==> config.mk <==
export PLATFORM = sky130hd
export DESIGN_NAME = fetch_pc_unit_flat
export DESIGN_NICKNAME = d
export VERILOG_FILES = /design/src/rtl/fetch_pc_unit_pkg.sv /design/src/rtl/fetch_pc_unit_if.sv /design/src/rtl/fetch_pc_unit_ras.sv /design/src/rtl/fetch_pc_unit.sv /design/src/flat_wrapper.sv
export SDC_FILE = /design/constraint.sdc
export NUM_CORES = 1
export LEC_CHECK = 0
export BUFFER_PORTS_ARGS = -buffer_cell sky130_fd_sc_hd__buf_2
export CAP_MARGIN = 20
export CORE_UTILIZATION = 48
export CTS_CLUSTER_DIAMETER = 120
export DETAILED_ROUTE_END_ITERATION = 10
export PLACE_DENSITY = 0.76
export SYNTH_ARGS = -nofsm -noshare
export SYNTH_HDL_FRONTEND = slang
export SYNTH_HIERARCHICAL = 1
export SYNTH_SLANG_ARGS = --single-unit
export TNS_END_PERCENT = 50
==> constraint.sdc <==
create_clock -name clk -period 3.3 [get_ports clk]
set_clock_uncertainty 0.15 [all_clocks]
set_input_delay 0.66 -clock clk [delete_from_list [all_inputs] [get_ports clk]]
set_output_delay 0.66 -clock clk [all_outputs]
set_load 0.1 [all_outputs]
==> src/rtl/fetch_pc_unit_pkg.sv <==
// Shared types for the instruction-fetch program counter: branch condition
// modes, fetch FSM states and the branch-condition decode helper.
package fetch_pkg;

  typedef enum logic [1:0] {
    BR_ALWAYS = 2'b00,
    BR_ZERO   = 2'b01,
    BR_NZERO  = 2'b10,
    BR_NEG    = 2'b11
  } branch_mode_t;

  typedef enum logic [1:0] {
    BOOT   = 2'b00,
    RUN    = 2'b01,
    HALTED = 2'b10
  } fetch_state_t;

  function automatic logic branch_cond(branch_mode_t mode, logic is_zero, logic is_neg);
    logic res;
    case (mode)
      BR_ALWAYS: res = 1'b1;
      BR_ZERO:   res = is_zero;
      BR_NZERO:  res = !is_zero;
      BR_NEG:    res = is_neg;
      default:   res = 1'b0;
    endcase
    return res;
  endfunction

endpackage

==> src/rtl/fetch_pc_unit_if.sv <==
// Decode-side bundle of the fetch PC unit: branch/call/ret controls in,
// fetch address and status out. master = decode, slave = fetch unit.
interface fetch_pc_unit_if #(
  parameter int unsigned PC_W  = 8,
  parameter int unsigned CMP_W = 8,
  parameter int unsigned CNT_W = 16
) ();
  logic             halt;
  logic             stall;
  logic             branchsig;
  logic [1:0]       branchmode;
  logic             branchrel;
  logic [PC_W-1:0]  BranchOut;
  logic [CMP_W-1:0] cmp;
  logic             call;
  logic             ret;
  logic [PC_W-1:0]  core;
  logic             fetch_valid;
  logic             taken;
  logic             halted;
  logic [CNT_W-1:0] fetch_cnt;
  logic             ras_err;

  modport master (
    output halt, stall, branchsig, branchmode, branchrel, BranchOut, cmp, call, ret,
    input  core, fetch_valid, taken, halted, fetch_cnt, ras_err
  );

  modport slave (
    input  halt, stall, branchsig, branchmode, branchrel, BranchOut, cmp, call, ret,
    output core, fetch_valid, taken, halted, fetch_cnt, ras_err
  );
endinterface

==> src/rtl/fetch_pc_unit_ras.sv <==
// Circular return-address stack: a push when full overwrites the oldest entry;
// overflow/underflow flag the offending push/pop in the same cycle.
module fetch_ras #(
  parameter int unsigned PC_W      = 8,
  parameter int unsigned RAS_DEPTH = 4
) (
  input  logic            clk,
  input  logic            reset,
  input  logic            push,
  input  logic            pop,
  input  logic [PC_W-1:0] push_data,
  output logic [PC_W-1:0] top,
  output logic            empty,
  output logic            full,
  output logic            overflow,
  output logic            underflow
);
  localparam int unsigned PtrW = $clog2(RAS_DEPTH);

  logic [PC_W-1:0] mem [RAS_DEPTH];
  logic [PtrW-1:0] ptr_q;
  logic [PtrW:0]   cnt_q;

  assign empty     = (cnt_q == '0);
  assign full      = (cnt_q == (PtrW + 1)'(RAS_DEPTH));
  assign top       = mem[ptr_q - PtrW'(1)];
  assign overflow  = push && full;
  assign underflow = pop && empty;

  // ptr wraps naturally (power-of-2 depth), so a full push lands on the oldest slot
  always_ff @(posedge clk or negedge reset) begin
    if (!reset) begin
      ptr_q <= '0;
      cnt_q <= '0;
    end else if (push) begin
      ptr_q <= ptr_q + PtrW'(1);
      if (!full) cnt_q <= cnt_q + (PtrW + 1)'(1);
    end else if (pop && !empty) begin
      ptr_q <= ptr_q - PtrW'(1);
      cnt_q <= cnt_q - (PtrW + 1)'(1);
    end
  end

  always_ff @(posedge clk) begin
    if (push) mem[ptr_q] <= push_data;
  end

endmodule

==> src/rtl/fetch_pc_unit.sv <==
// Instruction-fetch program counter with branches, stall and sticky halt.
// Define FETCH_RAS_EN to add a return-address stack for call/ret.
module fetch_pc_unit
  import fetch_pkg::*;
#(
  parameter int unsigned     PC_W      = 8,
  parameter int unsigned     CMP_W     = 8,
  parameter logic [PC_W-1:0] RESET_PC  = '0,
  parameter int unsigned     RAS_DEPTH = 4,
  parameter int unsigned     CNT_W     = 16
) (
  input logic            clk,
  input logic            reset,
  fetch_pc_unit_if.slave bus
);

  if (RAS_DEPTH < 2 || (RAS_DEPTH & (RAS_DEPTH - 1)) != 0) begin : g_bad_depth
    $error("RAS_DEPTH must be a power of 2 and at least 2");
  end

  fetch_state_t    state_q, state_d;
  logic [PC_W-1:0] pc_q, pc_d, pc_inc, target;
  logic            taken_q, redirect;
  logic [CNT_W-1:0] cnt_q;
  logic            run, cond;

  assign run    = (state_q == RUN);
  assign pc_inc = pc_q + PC_W'(1);
  assign target = bus.branchrel ? pc_q + bus.BranchOut : bus.BranchOut;
  assign cond   = branch_cond(branch_mode_t'(bus.branchmode), bus.cmp == '0,
                              bus.cmp[CMP_W-1]);

`ifdef FETCH_RAS_EN
  logic            ras_push, ras_pop, illegal;
  logic            ras_empty, ras_full, ras_overflow, ras_underflow;
  logic [PC_W-1:0] ras_top;
  logic            ras_err_q;

  fetch_ras #(
    .PC_W      (PC_W),
    .RAS_DEPTH (RAS_DEPTH)
  ) u_ras (
    .clk       (clk),
    .reset     (reset),
    .push      (ras_push),
    .pop       (ras_pop),
    .push_data (pc_inc),
    .top       (ras_top),
    .empty     (ras_empty),
    .full      (ras_full),
    .overflow  (ras_overflow),
    .underflow (ras_underflow)
  );

  always_ff @(posedge clk or negedge reset) begin
    if (!reset) ras_err_q <= 1'b0;
    else        ras_err_q <= ras_err_q | illegal | ras_overflow | ras_underflow;
  end

  assign bus.ras_err = ras_err_q;
`else
  assign bus.ras_err = 1'b0;
`endif

  always_ff @(posedge clk or negedge reset) begin
    if (!reset) state_q <= BOOT;
    else        state_q <= state_d;
  end

  always_comb begin
    state_d = state_q;
    unique case (state_q)
      BOOT:    state_d = RUN;
      RUN:     if (bus.halt) state_d = HALTED;
      HALTED:  state_d = HALTED;
      default: state_d = BOOT;
    endcase
  end

  always_comb begin
    bus.fetch_valid = (state_q == RUN);
    bus.halted      = (state_q == HALTED);
  end

  // Next-PC priority: halt, stall, call+ret, ret, call, branch, increment
  always_comb begin
    pc_d     = pc_q;
    redirect = 1'b0;
`ifdef FETCH_RAS_EN
    ras_push = 1'b0;
    ras_pop  = 1'b0;
    illegal  = 1'b0;
`endif
    if (run && !bus.halt && !bus.stall) begin
      if (bus.call && bus.ret) begin
        pc_d = pc_inc;
`ifdef FETCH_RAS_EN
        illegal = 1'b1;
`endif
      end else if (bus.ret) begin
`ifdef FETCH_RAS_EN
        ras_pop = 1'b1;
        if (ras_empty) begin
          pc_d = pc_inc;
        end else begin
          pc_d     = ras_top;
          redirect = 1'b1;
        end
`else
        pc_d = pc_inc;
`endif
      end else if (bus.call) begin
        pc_d     = target;
        redirect = 1'b1;
`ifdef FETCH_RAS_EN
        ras_push = 1'b1;
`endif
      end else if (bus.branchsig && cond) begin
        pc_d     = target;
        redirect = 1'b1;
      end else begin
        pc_d = pc_inc;
      end
    end
  end

  always_ff @(posedge clk or negedge reset) begin
    if (!reset) begin
      pc_q    <= RESET_PC;
      taken_q <= 1'b0;
      cnt_q   <= '0;
    end else begin
      pc_q    <= pc_d;
      taken_q <= redirect;
      if (run && (pc_d != pc_q) && (cnt_q != '1)) cnt_q <= cnt_q + CNT_W'(1);
    end
  end

  assign bus.core      = pc_q;
  assign bus.taken     = taken_q;
  assign bus.fetch_cnt = cnt_q;

endmodule

==> src/flat_wrapper.sv <==
// flat-port wrapper written by rule: the top's interface ports become plain ports
module fetch_pc_unit_flat import fetch_pkg::*;
#(
  parameter int unsigned     PC_W      = 8,
  parameter int unsigned     CMP_W     = 8,
  parameter logic [PC_W-1:0] RESET_PC  = '0,
  parameter int unsigned     RAS_DEPTH = 4,
  parameter int unsigned     CNT_W     = 16
)
  (clk, reset, bus_halt, bus_stall, bus_branchsig, bus_branchmode, bus_branchrel, bus_BranchOut, bus_cmp, bus_call, bus_ret, bus_core, bus_fetch_valid, bus_taken, bus_halted, bus_fetch_cnt, bus_ras_err);
  fetch_pc_unit_if #(.PC_W(PC_W), .CMP_W(CMP_W), .CNT_W(CNT_W)) bus_i ();
  input logic clk;
  input logic reset;
  input wire logic [$bits(bus_i.halt)-1:0] bus_halt;
  input wire logic [$bits(bus_i.stall)-1:0] bus_stall;
  input wire logic [$bits(bus_i.branchsig)-1:0] bus_branchsig;
  input wire logic [$bits(bus_i.branchmode)-1:0] bus_branchmode;
  input wire logic [$bits(bus_i.branchrel)-1:0] bus_branchrel;
  input wire logic [$bits(bus_i.BranchOut)-1:0] bus_BranchOut;
  input wire logic [$bits(bus_i.cmp)-1:0] bus_cmp;
  input wire logic [$bits(bus_i.call)-1:0] bus_call;
  input wire logic [$bits(bus_i.ret)-1:0] bus_ret;
  output wire logic [$bits(bus_i.core)-1:0] bus_core;
  output wire logic [$bits(bus_i.fetch_valid)-1:0] bus_fetch_valid;
  output wire logic [$bits(bus_i.taken)-1:0] bus_taken;
  output wire logic [$bits(bus_i.halted)-1:0] bus_halted;
  output wire logic [$bits(bus_i.fetch_cnt)-1:0] bus_fetch_cnt;
  output wire logic [$bits(bus_i.ras_err)-1:0] bus_ras_err;
  assign bus_i.halt = bus_halt;
  assign bus_i.stall = bus_stall;
  assign bus_i.branchsig = bus_branchsig;
  assign bus_i.branchmode = bus_branchmode;
  assign bus_i.branchrel = bus_branchrel;
  assign bus_i.BranchOut = bus_BranchOut;
  assign bus_i.cmp = bus_cmp;
  assign bus_i.call = bus_call;
  assign bus_i.ret = bus_ret;
  assign bus_core = bus_i.core;
  assign bus_fetch_valid = bus_i.fetch_valid;
  assign bus_taken = bus_i.taken;
  assign bus_halted = bus_i.halted;
  assign bus_fetch_cnt = bus_i.fetch_cnt;
  assign bus_ras_err = bus_i.ras_err;
  fetch_pc_unit #(.PC_W(PC_W), .CMP_W(CMP_W), .RESET_PC(RESET_PC), .RAS_DEPTH(RAS_DEPTH), .CNT_W(CNT_W)) u_core (.clk(clk), .reset(reset), .bus(bus_i));
endmodule
==> metrics.txt <==
status=finished with violations; failing checks=setup timing; wirelength, routed=5.33 mm; IO Pins=54; CP most frequent cell=xnor2_1; vias per inst=5.66; Worst Slack Setup Final=-0.114 ns; final setup TNS=-1.18 ns; Reg-to-Reg Start=u_core/bus.core[0]; initial antenna violation count=0; vias=2196; Ys Warns=6; area grow syn2layout=32.9%; crit path max fanout=9; CTS tree=done; htree depth=1; GP Congestion=0.802; WP data arrival=3.41 ns; Worst R2R Path Depth=12; number of port buffers=52; Clock Sinks=27; Sequential Area=693 sq um; Syn Area/Cell=8.40 sq um; # nets final=378; r2r setup slk=-0.11 ns; All-Layer GR Usage=24.3%; drt first pass iters=4; design area=2860 sq um; Final Hold Vio Count=0; Seq/Total Area, Yosys=31.4%; synthesized cell area=2150 sq um; syn nets=295; Max Clk Rate=293 MHz; CP startpoint=bus_BranchOut[0]; DRC Markers=0; total of fill cells in the finished design=352; Crit path largest cell delay=0.48 ns; Slew headroom=59.7%; wire per inst=13.7 um; pwr/cell area=822 nW/um^2; Post-DP Area=2790 sq um; global-route wire length before repair=8.66 mm; Yosys reg bits=27; EDFF count, synth=0; Final Cycle Share=103%; num rows=23; Hold Path Class=in2async; CP Launch Type=primary input; Worst R2R End=u_core/bus.fetch_cnt[9]; layout cells sized above 1=35.5%; Iteration-0 DRC Markers=159; largest net degree at the start of global routing=28; TritonCTS buffer count=3; crit path kind=in2reg; footprint of the multi-input gates=1470 sq um; Die W=68.9 um; worst slew pin tran=0.605 ns; maximum VDD drop=0.812 mV; Core Area=4140 sq um; aggregate global routing overflow=0; Slew Viols, Final=0; maxcap violations=0; most frequent cells in the layout=buf_2, buf_4, nor2_1, nand2_1, dfrtp_1; clk_lat worst skew=0.26 ns; remaining antenna violation count=0; hold_buf cts=0; RSZ-0062 raised after global routing=yes; DP Wirelength=4.29 mm; Main synth FF type=dfrtp_1; n_diodes=0; Syn Inst Count=256; clk slew on worst S/H paths=0.09 ns; share of synthesized registers carrying an async set or reset=100%; WP data required=3.29 ns; cell at the slowest stage of the critical path=or4_1; Static Leak=1.38 nW; pre-CTS setup slack=-0.453 ns; die height=68.9 um; crit path cell chain=buf_2 -> ha_4 -> fa_2 -> xnor2_1 -> a21oi_2 -> xnor2_1 -> nand4_1 -> or4_1 -> or4_4 -> o21ai_4 -> buf_12 -> nor3_1 -> xor2_1; distinct cell type count after synthesis=54; commonest non-fill, non-tap cell in the layout=buf_2; endpoints failing setup=15; Root Driver=clkbuf_8; vias in the first global route=1995; CP Capture Type=register; Initial Utilization=51.9%; shortest period the worst path allows=3.41 ns; clk buf depth=2; DIE AREA=4750 sq um
[registers in the layout (all words and copies together) (netlist names)]
register              flops
u_core/state_q            2
u_core/bus.fetch_cnt     16
u_core/bus.core           8
u_core/bus.taken          1
[worst max-delay path, delay by kind of cell]
| kind | cells | cell delay, ns |
|---|---|---|
| AOI/OAI and AO/OA | 2 | 0.40 |
| xor gates and xnor gates | 3 | 0.45 |
| buffers and inverters | 2 | 0.27 |
| and+or+nand+nor | 4 | 1.10 |
| adders and majority gates | 2 | 0.53 |
[worst max-delay path by stage]
stage,to,slack [ns],cells past startpoint
6_report,u_core/bus.fetch_cnt[9],-0.11,13
5_1_grt,u_core/bus.fetch_cnt[7],-0.25,12
4_1_cts,u_core/bus.fetch_cnt[9],-0.14,12
3_5_place_dp,u_core/bus.fetch_cnt[5],-0.45,13
3_3_place_gp,u_core/bus.fetch_cnt[3],-0.41,13
2_1_floorplan,u_core/bus.fetch_cnt[1],-0.30,11
[metrics by stage]
stage | utilization, % | power, mW | hold WS [ns] | std cells
2_1_floorplan | - | 1.70 | 0.214 | 256
3_3_place_gp | 67.3 | 2.12 | 0.324 | 384
3_5_place_dp | 67.3 | 2.16 | 0.347 | 384
4_1_cts | 69.0 | 2.36 | 0.257 | 388
5_1_grt | 69.0 | 2.52 | 0.281 | 388
6_report | 69.0 | 2.35 | 0.245 | 388
[cells in the mapped netlist, drive strengths merged (2+ instances only)]
library cell	instances	area, sq um
a211oi	4	30.0
a21boi	2	15.0
a21o	4	30.0
a21oi	9	45.0
a22o	3	26.3
a31oi	2	12.5
and3	7	43.8
buf	4	27.5
clkbuf	5	18.8
dfrtp	27	676
ha	12	150
inv	12	45.0
mux2	2	22.5
mux2i	2	20.0
nand2	22	82.6
nand2b	4	25.0
nand3	15	80.1
nand4	3	18.8
nor2	22	82.6
nor2b	3	18.8
nor3	14	80.1
nor4	4	25.0
nor4bb	2	20.0
o2111ai	2	17.5
o211ai	2	15.0
o21ai	21	116
o311ai	3	26.3
or2	2	12.5
or3	2	12.5
or4	4	33.8
xnor2	9	78.8
xor2	13	114
[kinds of logic after synthesis]
group                      share of synthesized area [%]
buffers and inverters                               4.25
DFF                                                 31.4
other                                              0.174
AOI/OAI and AO/OA                                   19.3
muxes                                               1.98
adders and majority gates                           7.92
xor gates and xnor gates                            8.96
and+or+nand+nor                                     26.0
[what timing repair did]
item / in CTS / in global routing
setup buffers: 0 / 0
setup endpoints to repair: 16 / 16
pin swaps: 4 / 1
resized for setup: 7 / 1
endpoints found under the hold margin: 0 / 0
[cell type report]
cell class / count / share of cell area [%]
clock buffer: 4 / 1.58
inverter: 12 / 1.58
timing repair buffer: 87 / 18.9
multi-input combinational: 208 / 51.5
tap: 50 / 2.19
sequential: 27 / 24.3
[per-layer routing]
layer  up-vias  share of wire, %  global-route usage (%)
li1       1095                 -                       -
met1      1033                47                    31.5
met2        62                47                    41.5
met3         6               5.0                    4.44
met4         0               1.1                    5.61
met5         -                 0                       0
[report_power, final]
group / internal [mW] / switching, mW
Clock: 0.0862 / 0.0933
Combinational: 0.563 / 1.08
Sequential: 0.425 / 0.0980
Total: 1.07 / 1.28
Power figures use the tool's default switching activity.
